==> config.mk <==
export PLATFORM = sky130hd
export DESIGN_NAME = pwm_tone_gen
export DESIGN_NICKNAME = d
export VERILOG_FILES = /design/src/rtl/pwm_tone_gen.sv
export SDC_FILE = /design/constraint.sdc
export NUM_CORES = 1
export LEC_CHECK = 0
export ABC_AREA = 1
export CAP_MARGIN = 15
export CORE_UTILIZATION = 50
export CTS_CLUSTER_SIZE = 25
export DETAILED_ROUTE_END_ITERATION = 16
export DONT_BUFFER_PORTS = 1
export PLACE_DENSITY_LB_ADDON = 0.2
export SLEW_MARGIN = 20
export SYNTH_ARGS = -nofsm -noshare
export SYNTH_HDL_FRONTEND = slang
export SYNTH_SLANG_ARGS = --single-unit
==> constraint.sdc <==
create_clock -name clk -period 6.85 [get_ports clk]
set_input_delay 0 -clock clk [delete_from_list [all_inputs] [get_ports clk]]
set_output_delay 0 -clock clk [all_outputs]
set_load 0.05 [all_outputs]
==> src/rtl/pwm_tone_gen.sv <==
// Tone generator: divides CLK_FREQ by a requested frequency and drives a PWM
// output whose new period/duty take effect only at a period boundary.
module pwm_tone_gen #(
  parameter int unsigned CLK_FREQ   = 25_000_000,
  parameter int unsigned FREQ_WIDTH = 16,
  parameter int unsigned CNT_WIDTH  = 32,
  parameter int unsigned DUTY_WIDTH = 8
) (
  input  logic                  clk,
  input  logic                  reset,
  input  logic                  freq_valid,
  output logic                  freq_ready,
  input  logic [FREQ_WIDTH-1:0] freq,
  input  logic [DUTY_WIDTH-1:0] duty,
  output logic                  pwm_out,
  output logic [CNT_WIDTH-1:0]  period_out,
  output logic                  active
);

  localparam int unsigned PW = CNT_WIDTH + DUTY_WIDTH;
  localparam int unsigned BW = $clog2(CNT_WIDTH + 1);
  localparam int unsigned RW = FREQ_WIDTH + 1;

  typedef enum logic [1:0] {IDLE, DIVIDE, SCALE, PENDING} state_t;

  state_t                state_q, state_d;
  logic [FREQ_WIDTH-1:0] divisor_q;
  logic [DUTY_WIDTH-1:0] duty_q;
  logic [CNT_WIDTH-1:0]  dvd_q;
  logic [FREQ_WIDTH-1:0] rem_q;
  logic [BW-1:0]         bit_cnt_q;
  logic [CNT_WIDTH-1:0]  pend_period_q;
  logic [CNT_WIDTH-1:0]  pend_duty_q;
  logic [CNT_WIDTH-1:0]  act_duty_q;
  logic [CNT_WIDTH-1:0]  cnt_q;

  logic                  accept_c;
  logic                  commit_c;
  logic                  boundary_c;
  logic [RW-1:0]         rem_shift_c;
  logic                  sub_ok_c;
  logic [CNT_WIDTH-1:0]  period_c;
  logic [PW-1:0]         prod_c;
  logic [CNT_WIDTH-1:0]  duty_cnt_c;

  // Restoring-division step, period clamp and duty scaling
  always_comb begin
    rem_shift_c = {rem_q, dvd_q[CNT_WIDTH-1]};
    sub_ok_c    = rem_shift_c >= {1'b0, divisor_q};
    period_c    = (dvd_q < CNT_WIDTH'(2)) ? CNT_WIDTH'(2) : dvd_q;
    prod_c      = PW'(period_c) * PW'(duty_q);
    duty_cnt_c  = CNT_WIDTH'(prod_c >> DUTY_WIDTH);
    boundary_c  = (period_out == '0) || (cnt_q == period_out - CNT_WIDTH'(1));
  end

  always_ff @(posedge clk) begin
    if (reset) state_q <= IDLE;
    else       state_q <= state_d;
  end

  always_comb begin
    state_d  = state_q;
    accept_c = 1'b0;
    commit_c = 1'b0;
    case (state_q)
      IDLE: begin
        if (freq_valid) begin
          accept_c = 1'b1;
          state_d  = (freq != '0) ? DIVIDE : PENDING;
        end
      end
      DIVIDE: begin
        if (bit_cnt_q == BW'(CNT_WIDTH - 1)) state_d = SCALE;
      end
      SCALE: state_d = PENDING;
      PENDING: begin
        if (boundary_c) begin
          commit_c = 1'b1;
          state_d  = IDLE;
        end
      end
      default: state_d = IDLE;
    endcase
  end

  // Request capture, divider iteration and pending settings
  always_ff @(posedge clk) begin
    if (reset) begin
      divisor_q     <= '0;
      duty_q        <= '0;
      dvd_q         <= '0;
      rem_q         <= '0;
      bit_cnt_q     <= '0;
      pend_period_q <= '0;
      pend_duty_q   <= '0;
    end else begin
      case (state_q)
        IDLE: begin
          if (accept_c) begin
            divisor_q     <= freq;
            duty_q        <= duty;
            dvd_q         <= CNT_WIDTH'(CLK_FREQ);
            rem_q         <= '0;
            bit_cnt_q     <= '0;
            pend_period_q <= '0;
            pend_duty_q   <= '0;
          end
        end
        DIVIDE: begin
          dvd_q     <= {dvd_q[CNT_WIDTH-2:0], sub_ok_c};
          rem_q     <= sub_ok_c ? FREQ_WIDTH'(rem_shift_c - {1'b0, divisor_q})
                                : FREQ_WIDTH'(rem_shift_c);
          bit_cnt_q <= bit_cnt_q + BW'(1);
        end
        SCALE: begin
          pend_period_q <= period_c;
          pend_duty_q   <= duty_cnt_c;
        end
        default: ;
      endcase
    end
  end

  // Active settings, period counter and PWM output
  always_ff @(posedge clk) begin
    if (reset) begin
      freq_ready <= 1'b1;
      period_out <= '0;
      act_duty_q <= '0;
      active     <= 1'b0;
      cnt_q      <= '0;
      pwm_out    <= 1'b0;
    end else begin
      freq_ready <= (state_d == IDLE);
      pwm_out    <= (cnt_q < act_duty_q) && (period_out != '0);
      if (commit_c) begin
        period_out <= pend_period_q;
        act_duty_q <= pend_duty_q;
        active     <= (pend_period_q != '0);
        cnt_q      <= '0;
      end else if (period_out == '0 || cnt_q == period_out - CNT_WIDTH'(1)) begin
        cnt_q <= '0;
      end else begin
        cnt_q <= cnt_q + CNT_WIDTH'(1);
      end
    end
  end

endmodule

==> key figures, run 1 <==
Clock network
  – Worst-path clk slew: 60 ps
  – H-tree levels: 1
  – CTS tree: yes
  – Root Buffer: clkbuf_16
  – Clk buf depth: 3
  – CTS Sinks: 243
  – Worst skew pair latency: 590 ps
  – Num CTS Buffers: 29

Synthesis
  – Asr flop ratio synth: 0
  – Commonest cells in the netlist: nand2_1 (686), inv_1 (569), a21oi_1 (285), dfxtp_1 (243), nor2_1 (185)
  – Unique cell type count in the Yosys netlist: 52
  – Yosys top cell area share: 0.2365
  – Syn_nets: 3199
  – Commonest register cell after synthesis: dfxtp_1
  – Synthesized area: 20570 um2
  – Register bit total from synthesis: 243
  – Post-synth EDFFs: 0
  – Most common cell in the synthesized netlist: nand2_1
  – Syn_area_per_cell: 7.130 um2
  – Syn Inst Count: 2885
  – Synth area leaders: dfxtp_1 (24%), fa_1 (18%), nand2_1 (13%)
  – Synth Warn #: 0
  – Post-synthesis sequential area ratio: 0.2365
  – Post-synth top area cell: dfxtp_1

Cells and area
  – Fraction of layout cells with a size suffix above 1: 0.05256
  – # diodes: 0
  – Fillers: 3873
  – Synth-to-layout area growth: 7.409%
  – Final std cells w/o fill: 3379
  – Final net count: 3147

Global route
  – First-pass GRT wire length: 93180 um
  – Met1 usage: 0.3969
  – GRT met2 Usage: 0.4341
  – Vias in the first global route: 17.89k
  – GRT Util Overall: 0.2782
  – Grt total ovfl: 0
  – Initial antenna violation count: 0
  – Largest net degree at the start of global routing: 175
  – GRT met3 Usage: 0.04088
  – GRT busiest layer: met2

Routing
  – DRT antenna net count: 0
  – DRC: 0
  – Vias per cell: 5.289
  – Drt total wl: 56730 um
  – Wire per inst: 16.79 um
  – Detailed-route via count: 17.87k
  – DR iter-0 viols: 1549
  – DRT Pass-1 Iters: 6

Power
  – LEAKAGE: 10.96 nW
  – VDD IR-drop max: 0.1774 mV
  – Power density of the placed cells: 192.9 nW/um2

Die
  – Row Count: 73
  – Die area: 41960 um2
  – Die X: 204.8 um
  – IO Pins: 62
  – Die H: 204.8 um
  – Placeable Area: 40190 um2
  – Initial Util: 0.5118

Timing
  – Slew at the pin with the worst max-slew slack: 1117 ps
  – Clk_skew: 12.71 ps
  – Max frequency: 171.6 MHz
  – Period utilization: 0.8507
  – Post-layout minimum cycle time: 5827 ps
  – Final hold violation count: 0
  – Final Max Tran Viols: 0
  – Worst rel slew slack: 0.2545
  – Setup TNS: 0 ps
  – Final setup vio count: 0
  – Fin worst setup slack: 1023 ps
  – RSZ-0062 raised after global routing: no

Setup path
  – Worst EP required: 7290 ps
  – R2R Path Start: dvd_q[26]
  – Reg2reg setup slack: 1020 ps
  – Worst setup endpoint: pend_duty_q[23]
  – Kind of critical path: flop to flop
  – Critical Path AT: 6260 ps
  – R2R cell count: 27
  – Crit path launch: dvd_q[26]
  – CP Capture Type: flop
  – CP Max Fanout: 12
  – CP startpoint kind: flop
  – Reg2reg end: pend_duty_q[23]

Job
  – Max Cap Violations: 0

Placed design
  – Placer Congestion: 0.9108
  – Number of cells after detailed placement: 3297
  – I/O Buffers: 0
  – HPWL after DPL: 42550 um
  – Pre-CTS setup slack: 1121 ps

Hold path
  – Hold crit path type: primary input to flop
  – Hold_sp: duty[4]

Status
  – Status: complete, no violations
report_power, final:
group          internal (mW)  leakage (nW)  switching, mW
clock network          0.939         0.470          0.661
logic                  0.397          8.52          0.699
registers               1.48          1.97         0.0866
worst min path at each step:
stage                     cells past startpoint  slack (ps)              to
after CTS                                     3         130       duty_q[4]
after global routing                          3         180       duty_q[3]
after floorplan                               2         170    divisor_q[0]
final                                         3         160       duty_q[4]
after detailed placement                      1          90  act_duty_q[30]
after global placement                        1          90  period_out[31]
critical path, stage by stage (launching register included):
cell	delay [ps]
dfxtp_1	440
nor2_1	150
nand2_1	60
nor2_1	200
nand2_1	150
nor2_1	260
nor2_1	180
nor2_1	180
fa_1	440
fa_1	520
fa_1	540
inv_1	50
fa_1	530
inv_1	40
ha_1	330
a21oi_1	200
inv_1	60
a21oi_1	160
inv_1	50
a21oi_1	180
inv_1	60
a21oi_1	120
nand2_1	160
nand2_1	100
nand2_1	70
or2_2	270
nand3_1	80
a21oi_1	80
sequential cells by signal (all words and copies together) (netlist names):
| register | flops |
|---|---|
| dvd_q | 32 |
| active | 1 |
| act_duty_q | 32 |
| rem_q | 16 |
| divisor_q | 16 |
| period_out | 32 |
| pwm_out | 1 |
| duty_q | 8 |
| pend_period_q | 32 |
| cnt_q | 32 |
| freq_ready | 1 |
| bit_cnt_q | 6 |
| pend_duty_q | 32 |
| state_q | 2 |
metal layers:
metal	part of all wire	routed length, um
met5	0	0
met4	0.026	1453
met3	0.065	3709
met1	0.47	26920
met2	0.43	24650
cell type report:
class / count / area, um2 / area share
well taps: 525 / 656.9 / 0.02973
repair buffers: 50 / 467.9 / 0.02118
clock inverters: 13 / 173.9 / 0.007872
clock buffers: 39 / 803.3 / 0.03636
flip-flops and latches: 243 / 4866 / 0.2202
inverters: 574 / 2155 / 0.09752
multi-input cells: 1935 / 12970 / 0.5871
repair_timing:
item | CTS | global route
resized for setup | 0 | 0
hold buffers | 30 | 0
endpoints found under the setup margin | 0 | 0
buffers inserted | 0 | 0
hold endpoints to repair | 216 | 0
logic make-up (layout without fill, tap and decap cells):
kind of cell,after synthesis,in the layout,synth area share
DFF,243,243,0.2365
buffers and inverters,707,676,0.1338
adders and majority gates,287,287,0.2403
xor gates and xnor gates,81,81,0.03449
AOI/OAI and AO/OA,455,455,0.1234
and+or+nand+nor,1112,1112,0.2316
per-stage QoR:
step	total power [mW]	area [um2]	util	hold slack (ps)
global placement	2.619	20800	0.5175	91.07
floorplan	2.430	20570	-	166.7
CTS	4.286	22090	0.5497	131.5
detailed placement	2.640	20800	0.5175	89.97
global route	4.505	22090	0.5498	180.4
finish	4.262	22090	0.5498	156.0
cells in the final DEF, fill, tap and decap left out, types with 54 or more instances in the layout:
cell	n
a21oi_1	285
dfxtp_1	242
fa_1	180
ha_1	107
inv_1	567
nand2_1	686
nand3_1	101
nor2_1	182
o21ai_0	89
xor2_1	54
Note: power is estimated with default switching activity, not from simulation.
==> inputs of run 2 (changes only) <==
CTS_BUF_LIST = sky130_fd_sc_hd__clkbuf_8 sky130_fd_sc_hd__clkbuf_16   (was not set)
PLACE_DENSITY_LB_ADDON = not set   (was 0.2)
==> run 2 against run 1 <==
Register-to-register slack improved by 60 ps. Combinational power barely moved. Clock power grew 6%. Clock-buffer cell count shrank 4. First-iteration DRC count down 24%. Global-route usage rose by 0.33 points. Sequential share of layout area down 0.065 points. Clock skew increased by 5.0 ps. Flip-flop and latch count unchanged. Final area rose by 0.32%. Hold slack worse by 6.2 ps.
==> key figures, run 2 (synthesized netlist as in run 1, its figures left out) <==
Global route
  – Largest net degree at the start of global routing: 175 (unchanged)
  – Grt total ovfl: 0 (unchanged)
  – Initial antenna violation count: 0 (unchanged)
  – Vias in the first global route: 17.83k (-0.30%)
  – First-pass GRT wire length: 94140 um (+1.0%)
  – GRT Util Overall: 0.2815 (+0.003316)

Hold path
  – Hold crit path type: primary input to flop

Routing
  – DRC: 0 (unchanged)
  – Drt total wl: 57180 um (+0.79%)
  – DRT antenna net count: 0 (unchanged)
  – Top Metal Used: met4
  – Wire per inst: 16.91 um (+0.73%)
  – DRT Pass-1 Iters: 5 (-1)
  – Met2 Wirelength: 25140 um (+2.0%)
  – Detailed-route via count: 17.68k (-1.1%)
  – Metal3 WL: 2503 um (-33%)
  – Vias per cell: 5.228 (-1.2%)
  – Metal-1 WL: 28060 um (+4.2%)
  – DR iter-0 viols: 1177 (-24%)

Placed design
  – I/O Buffers: 0 (unchanged)
  – Placer Congestion: 0.8868 (-2.6%)
  – HPWL after DPL: 43200 um (+1.5%)

Timing
  – Setup TNS: 0 ps (unchanged)
  – Post-layout minimum cycle time: 5772 ps (-55.37 ps)
  – Final hold violation count: 0 (unchanged)
  – Clk_skew: 17.67 ps (+4.958 ps)
  – Max frequency: 173.2 MHz (+0.96%)
  – Worst rel slew slack: 0.2942 (+0.03977)
  – Final Max Tran Viols: 0 (unchanged)
  – Slew at the pin with the worst max-slew slack: 1052 ps (-64.63 ps)
  – Final setup vio count: 0 (unchanged)
  – WHS: 149.8 ps (-6.210 ps)
  – RSZ-0062 raised after global routing: no
  – Period utilization: 0.8426 (-0.008083)

Power
  – LEAKAGE: 11.02 nW (+0.55%)
  – Power density of the placed cells: 196.1 nW/um2 (+1.7%)
  – VDD IR-drop max: 0.1977 mV (+11%)
  – Total power: 4.348 mW (+2.0%)

Clock network
  – Postcts setup bufs: 0 (unchanged)
  – Num CTS Buffers: 30 (+3.4%)
  – CTS Sinks: 243 (unchanged)
  – CTS tree: yes
  – Post-CTS sizing: 0 (unchanged)
  – H-tree levels: 1 (unchanged)
  – Clk buf depth: 3 (unchanged)
  – Worst-path clk slew: 60 ps (about the same)
  – Worst skew pair latency: 600 ps (about the same)
  – Root Buffer: clkbuf_16

Setup path
  – Reg2reg setup slack: 1080 ps (+60 ps)
  – Critical Path AT: 6210 ps (-50 ps)
  – Worst EP required: 7290 ps (about the same)
  – CP Capture Type: flop
  – Kind of critical path: flop to flop
  – CP Max Fanout: 12 (unchanged)
  – CP startpoint kind: flop

Cells and area
  – Synth-to-layout area growth: 7.755%
  – Sequential cell area: 4867 um2 (about the same)
  – Leading cell type in the layout, fill and taps excluded: nand2_1
  – Final net count: 3147 (unchanged)
  – Area of the multi-input gates: 12970 um2 (unchanged)
  – Commonest non-fill, non-tap cells in the layout: nand2_1 (686), inv_1 (569), a21oi_1 (285)
  – Fraction of layout cells with a size suffix above 1: 0.05532 (+0.002764)
  – Fillers: 3993 (+3.1%)
  – # diodes: 0 (unchanged)

Job
  – Max Cap Violations: 0 (unchanged)

Status
  – Status: complete, no violations

Die
  – Die area: 41960 um2 (unchanged)
  – Die H: 204.8 um (unchanged)
  – Initial Util: 0.5118 (unchanged)
  – IO Pins: 62 (unchanged)
  – Die X: 204.8 um (unchanged)
  – Placeable Area: 40190 um2 (unchanged)
  – Row Count: 73 (unchanged)
## run 2: repair_timing
action,CTS,global route
hold endpoints to repair,241,0
hold buffers,29,0
setup endpoints to repair,0,0
## run 2: metal layers
| layer | vias to the layer above | track usage |
|---|---|---|
| li1 | 8844 | - |
| met1 | 8375 | 0.4036 |
| met2 | 375 | 0.4478 |
| met3 | 81 | 0.03038 |
| met4 | 0 | 0.07569 |
| met5 | - | 0 |
## run 2: where the power goes
part           switching (mW)  internal [mW]  leakage, nW
clock network           0.678           1.01        0.530
registers              0.0846           1.48         1.97
logic                   0.703          0.396         8.52
total                    1.47           2.88         11.0
## run 2: final cells by class
cell class,instances,area share
timing repair buffer,49,0.02066
clock inverter,20,0.01073
tap,525,0.02964
sequential,243,0.2196
clock buffer,35,0.03697
inverter,574,0.09721
multi-input combinational,1935,0.5852
## run 2: worst paths after layout
kind                  from              end  depth (start not counted)
max              dvd_q[26]  pend_duty_q[23]                         27
min                duty[0]        duty_q[0]                          3
max reg2reg      dvd_q[26]  pend_duty_q[23]                         27
min reg2reg  act_duty_q[2]    act_duty_q[2]                          2
## run 2: worst max-delay path, stage by stage (launching register included)
cell,delay (ps)
dfxtp_1,580
nor2_1,100
nand2_1,80
nor2_1,60
nand2_1,120
nor2_1,90
nor2_1,360
nor2_1,130
fa_1,520
fa_1,520
fa_1,540
inv_1,50
fa_1,530
inv_1,40
ha_1,340
a21oi_1,200
inv_1,60
a21oi_1,170
inv_1,60
a21oi_1,170
inv_1,60
a21oi_1,120
nand2_1,140
nand2_1,90
nand2_1,50
or2_2,270
nand3_1,70
a21oi_1,70
## run 2: metrics by stage
step | setup WS, ps | area [um2] | instances | util
2_1_floorplan | 2003 | 20570 | 2885 | -
3_3_place_gp | 1188 | 20800 | 3297 | 0.5175
3_5_place_dp | 1134 | 20800 | 3297 | 0.5175
4_1_cts | 1065 | 22160 | 3381 | 0.5515
5_1_grt | 579.6 | 22170 | 3381 | 0.5515
6_report | 1078 | 22170 | 3381 | 0.5515
